File: src/rtl/reg_alu_datapath.sv
// Register-file-plus-ALU slice of the 16-bit multicycle datapath: sixteen
// general registers, operand latches A/B/C and a combinational ALU with zero flag.
module reg_alu_datapath (
   input  logic        CLK,
   input  logic        Reset,
   input  logic        RegWrite,
   input  logic [3:0]  Read1,
   input  logic [3:0]  Read2,
   input  logic [3:0]  WriteReg,
   input  logic [15:0] WriteData,
   input  logic        Write,
   input  logic [1:0]  ALUsrcA,
   input  logic [1:0]  ALUsrcB,
   input  logic [3:0]  ALUct1,
   input  logic        Flip,
   output logic [15:0] OA,
   output logic [15:0] OB,
   output logic [15:0] OC,
   output logic [15:0] ALUOut,
   output logic        Zero
);

   localparam logic [3:0] OP_AND = 4'd0;
   localparam logic [3:0] OP_OR  = 4'd1;
   localparam logic [3:0] OP_ADD = 4'd2;
   localparam logic [3:0] OP_XOR = 4'd3;
   localparam logic [3:0] OP_SLL = 4'd4;
   localparam logic [3:0] OP_SRL = 4'd5;
   localparam logic [3:0] OP_SUB = 4'd6;
   localparam logic [3:0] OP_SLT = 4'd7;
   localparam logic [3:0] OP_NOR = 4'd12;

   logic [15:0] r_regs [16];
   logic [15:0] r_a;
   logic [15:0] r_b;
   logic [15:0] r_c;

   logic [15:0] w_data1;
   logic [15:0] w_data2;
   logic [15:0] w_data3;
   logic [15:0] w_x;
   logic [15:0] w_y;
   logic [15:0] w_left;
   logic [15:0] w_right;
   logic [15:0] w_result;

   // reg[0] is forced to read zero regardless of storage contents.
   assign w_data1 = (Read1    == 4'd0) ? 16'h0000 : r_regs[Read1];
   assign w_data2 = (Read2    == 4'd0) ? 16'h0000 : r_regs[Read2];
   assign w_data3 = (WriteReg == 4'd0) ? 16'h0000 : r_regs[WriteReg];

   // Latches sample the pre-edge register contents, so a same-edge write
   // to the addressed register becomes visible only on a later load.
   always_ff @(posedge CLK) begin
      if (Reset) begin
         for (int i = 0; i < 16; i++) begin
            r_regs[i] <= 16'h0000;
         end
         r_a <= 16'h0000;
         r_b <= 16'h0000;
         r_c <= 16'h0000;
      end else begin
         if (RegWrite && (WriteReg != 4'd0)) begin
            r_regs[WriteReg] <= WriteData;
         end
         if (Write) begin
            r_a <= w_data1;
            r_b <= w_data2;
            r_c <= w_data3;
         end
      end
   end

   always_comb begin
      w_x = r_a;
      unique case (ALUsrcA)
         2'd0:    w_x = r_a;
         2'd1:    w_x = r_b;
         2'd2:    w_x = r_c;
         default: w_x = 16'h0001;
      endcase
   end

   always_comb begin
      w_y = r_a;
      unique case (ALUsrcB)
         2'd0:    w_y = r_a;
         2'd1:    w_y = 16'h0001;
         2'd2:    w_y = r_c;
         default: w_y = 16'h0000;
      endcase
   end

   assign w_left  = Flip ? w_y : w_x;
   assign w_right = Flip ? w_x : w_y;

   always_comb begin
      w_result = 16'h0000;
      case (ALUct1)
         OP_AND:  w_result = w_left & w_right;
         OP_OR:   w_result = w_left | w_right;
         OP_ADD:  w_result = w_left + w_right;
         OP_XOR:  w_result = w_left ^ w_right;
         OP_SLL:  w_result = w_left << w_right[3:0];
         OP_SRL:  w_result = w_left >> w_right[3:0];
         OP_SUB:  w_result = w_left - w_right;
         OP_SLT:  w_result = ($signed(w_left) < $signed(w_right)) ? 16'h0001 : 16'h0000;
         OP_NOR:  w_result = ~(w_left | w_right);
         default: w_result = 16'h0000;
      endcase
   end

   assign OA     = r_a;
   assign OB     = r_b;
   assign OC     = r_c;
   assign ALUOut = w_result;
   assign Zero   = (w_result == 16'h0000);

endmodule

File: config.mk
export PLATFORM = sky130hd
export DESIGN_NAME = reg_alu_datapath
export DESIGN_NICKNAME = d
export VERILOG_FILES = /design/src/rtl/reg_alu_datapath.sv
export SDC_FILE = /design/constraint.sdc
export NUM_CORES = 1
export LEC_CHECK = 0
export CAP_MARGIN = 20
export CORE_MARGIN = 5
export CORE_UTILIZATION = 55
export CTS_CLUSTER_DIAMETER = 150
export CTS_CLUSTER_SIZE = 8
export DETAILED_ROUTE_END_ITERATION = 10
export GPL_TIMING_DRIVEN = 0
export PLACE_DENSITY = 0.78
export SKIP_LAST_GASP = 1
export SLEW_MARGIN = 40
export SYNTH_ARGS = -nofsm -noshare
export SYNTH_HDL_FRONTEND = slang
export SYNTH_SLANG_ARGS = --single-unit
File: constraint.sdc
create_clock -name CLK -period 23.7 [get_ports CLK]
set_input_delay 7.11 -clock CLK [delete_from_list [all_inputs] [get_ports CLK]]
set_output_delay 7.11 -clock CLK [all_outputs]
set_load 0.01 [all_outputs]
==> flow_summary_export.csv <==
group,metric,value,unit
floorplanning,core_area,39600,sq um
worst_hold_path,hold_class,"reg -> reg",
sta,worst_pin_slew,0.930,ns
cells_and_area,n_fill_cell,3107,
detailed_routing,drc,0,
grt,use_met3,0.0746,
critical_path,worstRegToRegCells,4,
clock_tree,postCtsSetupBuffers,0,
logic_synthesis,synth.area.top_cells,"edfxtp_1, mux4_2, and2_1, dfxtp_1, mux2i_1",
detailed_routing,routed_wl,80600,um
power,combPwrFrac,0.240,
clock_tree,clockRootBuffer,"clkbuf_16",
power,p_int,1.11,mW
floorplanning,pin_count,106,
critical_path,crit_path_end,"Zero",
clock_tree,cts_resized,0,
floorplanning,rows,73,
sta,min_period,22.12,ns
sta,finalSetupTns,0,ns
detailed_routing,vias,17700,
power,p_sw,0.484,mW
logic_synthesis,synth.largest_area_cell,"edfxtp_1",
clock_tree,htree_num_levels,2,
floorplanning,fp.dieH,210,um
grt,grt_pass1_vias,17900,
detailed_routing,routed_via_density,7.01,
sta,min_period_over_period,0.933,
critical_path,worstReg2RegEnd,"OC[13]",
grt,busiest_layer,"met2",
cells_and_area,drive_above_1_share,0.187,
clock_tree,clock-sinks,304,
run_status,status,"finished clean",
grt,grt_pass1_wl,117000,um
critical_path,endpoint_kind,"output port",
clock_tree,clockBufferDepth,3,
cells_and_area,final_cell_count_no_fill,2533,
power,p_clk_frac,0.353,
sta,whs,0.659,ns
detailed_routing,drt_iter0_drc,2500,
logic_synthesis,synth.top_cell.area_share,0.350,
sta,maxClockFrequency,0.0452,GHz
power,power.share.switching,0.304,
critical_path,start_kind,"input port",
logic_synthesis,synthFlopType,"edfxtp_1",
grt,gr-usage-met2,0.629,
sta,hold_violations,0,
clock_tree,clk_pin_slew,0.05,ns
logic_synthesis,netlist_instances,1842,
clock_tree,cts_made_buffers,43,
placement,gp_congestion,1.04,
critical_path,crit_required,16.59,ns
sta,rsz0062_at_grt,"false",
power,pwr-share-seq,0.408,
placement,dp_hpwl,63900,um
grt,grt_util_met1,0.411,
grt,grt_use_total,0.361,
floorplanning,dieWidth,210,um
placement,portBuffers,91,
critical_path,path_class,"in -> out",
floorplanning,die-area,44100,sq um
logic_synthesis,synth_warnings,0,
critical_path,startpoint,"ALUsrcA[1]",
cells_and_area,nets,2086,
power,p_total,1.59,mW
sta,clock_skew,0.0166,ns
logic_synthesis,avgSynthCellArea,11.9,sq um
grt,grt_max_degree,17,
cells_and_area,insertedDiodeCount,0,
logic_synthesis,synth-edff-count,256,
logic_synthesis,ys_ff_latch,304,
logic_synthesis,ys_seq_area_frac,0.393,
sta,setup_violations,0,
logic_synthesis,netlist_area,22000,sq um
cells_and_area,utilization,0.628,
logic_synthesis,synth_cell_type_count,76,
clock_tree,ctsHoldBuffers,0,
clock_tree,clock_latency,0.57,ns
placement,dp_cells,2473,
critical_path,rrSetupSlack,21.81,ns
detailed_routing,drtPass1Iterations,6,
sta,drv_slew,0,
cells_and_area,area_delta_synth_final,13.2,%
detailed_routing,wl_per_cell,31.8,um
detailed_routing,ant_nets,0,
grt,overflow,0,
logic_synthesis,yosysMostFrequentCell,"edfxtp_1",
clock_tree,tritoncts,"yes",
power,ir_drop,0.0000576,V
sta,max_slew_margin,0.380,
logic_synthesis,async_flop_share,0,
critical_path,crit_fanout,11,
floorplanning,initial_core_util,0.555,
power,leakage,8.93,nW
power,powerDensity,64.0,nW/um^2
critical_path,cp.arrival,15.01,ns
grt,antenna_found_initial,0,
critical_path,r2r-start,"r_regs[3][13]",
flow_run,drv_cap,0,
logic_synthesis,ys_top_cells_by_count,"edfxtp_1, and2_1, mux4_2, clkbuf_1, nor2_1",
==> power groups by stage <==
stage	Clock (mW)	Combinational (mW)	Sequential, mW
2_1_floorplan	0	0.234	0.644
3_3_place_gp	0	0.364	0.652
3_5_place_dp	0	0.370	0.656
4_1_cts	0.556	0.372	0.647
5_1_grt	0.579	0.398	0.651
6_report	0.561	0.382	0.649
==> logic make-up (layout without fill, tap and decap cells) <==
group | after synthesis | in the layout | share of synthesized area
AO/OA/AOI/OAI | 315 | 315 | 0.0926
XOR/XNOR | 13 | 13 | 0.00518
adder cells (fa/ha/maj) | 52 | 52 | 0.0303
buffers and inverters | 212 | 363 | 0.0381
flip-flops | 304 | 304 | 0.393
multiplexers | 320 | 320 | 0.284
other | 1 | 16 | 0.000171
AND/OR/NAND/NOR | 625 | 625 | 0.157
==> registers in the layout (all words and copies together) (netlist names) <==
register	flops
OA	16
OC	16
OB	16
r_regs	256
==> worst min path at each step <==
stage | startpoint | slack (ns) | to | cells past startpoint
5_1_grt | OB[0] | 0.69 | OB[0] | 3
4_1_cts | OB[1] | 0.65 | OB[1] | 3
3_5_place_dp | OB[1] | 0.63 | OB[1] | 3
6_report | OB[1] | 0.66 | OB[1] | 3
2_1_floorplan | OB[0] | 0.64 | OB[0] | 3
3_3_place_gp | OB[2] | 0.62 | OB[2] | 3
==> stage by stage <==
| step | instance area [sq um] | setup slack (ns) |
|---|---|---|
| floorplan | 22000 | 4.27 |
| global placement | 23600 | 1.89 |
| detailed placement | 23700 | 1.83 |
| CTS | 24900 | 1.78 |
| global route | 24900 | 1.24 |
| finish | 24900 | 1.58 |
==> routing by layer <==
layer | routed length (um) | share of wire
met1 | 25800 | 0.32
met2 | 40300 | 0.50
met3 | 8460 | 0.10
met4 | 6080 | 0.075
met5 | 0 | 0
==> critical path, cell delays in order <==
cell	delay, ns
clkdlybuf4s50_1	0.51
nor3b_1	0.19
a21oi_1	0.52
a21o_1	0.21
buf_2	0.23
buf_1	0.50
clkbuf_1	0.54
buf_1	0.49
ha_1	0.33
inv_1	0.08
fa_1	0.46
nor3_1	0.22
o31ai_1	0.12
xnor2_1	0.16
o221ai_1	0.31
a221oi_1	0.34
nand4b_1	0.31
a2111oi_0	0.32
or4b_1	0.45
or4_1	0.40
or4_1	0.49
nor4_2	0.14
clkdlybuf4s50_1	0.57
==> cells in the final DEF, fill, tap and decap left out, types with 29 or more instances in the layout <==
master           Yosys  layout
clkbuf_16            0      43
nor2b_1             57      57
buf_2               14      29
nor2_1             110     109
a21oi_1             92      89
nand2_1             71      71
inv_1               47      47
clkbuf_1           117     123
dfxtp_1             48      48
mux4_2             241     241
and2_1             241     241
o21ai_0             71      70
ha_1                50      50
nor3_1              42      38
mux2i_1             71      70
edfxtp_1           256     256
clkdlybuf4s50_1      0      91
==> final cells by class <==
type | instances | area, sq um | share of cell area
buffer | 163 | 683 | 0.0274
clock inverter | 3 | 48.8 | 0.00196
tap | 525 | 657 | 0.0264
inverter | 49 | 186 | 0.00749
multi-input combinational | 1341 | 12600 | 0.507
timing repair buffer | 91 | 911 | 0.0366
clock buffer | 57 | 1130 | 0.0453
sequential | 304 | 8650 | 0.347
Power figures use the tool's default switching activity.
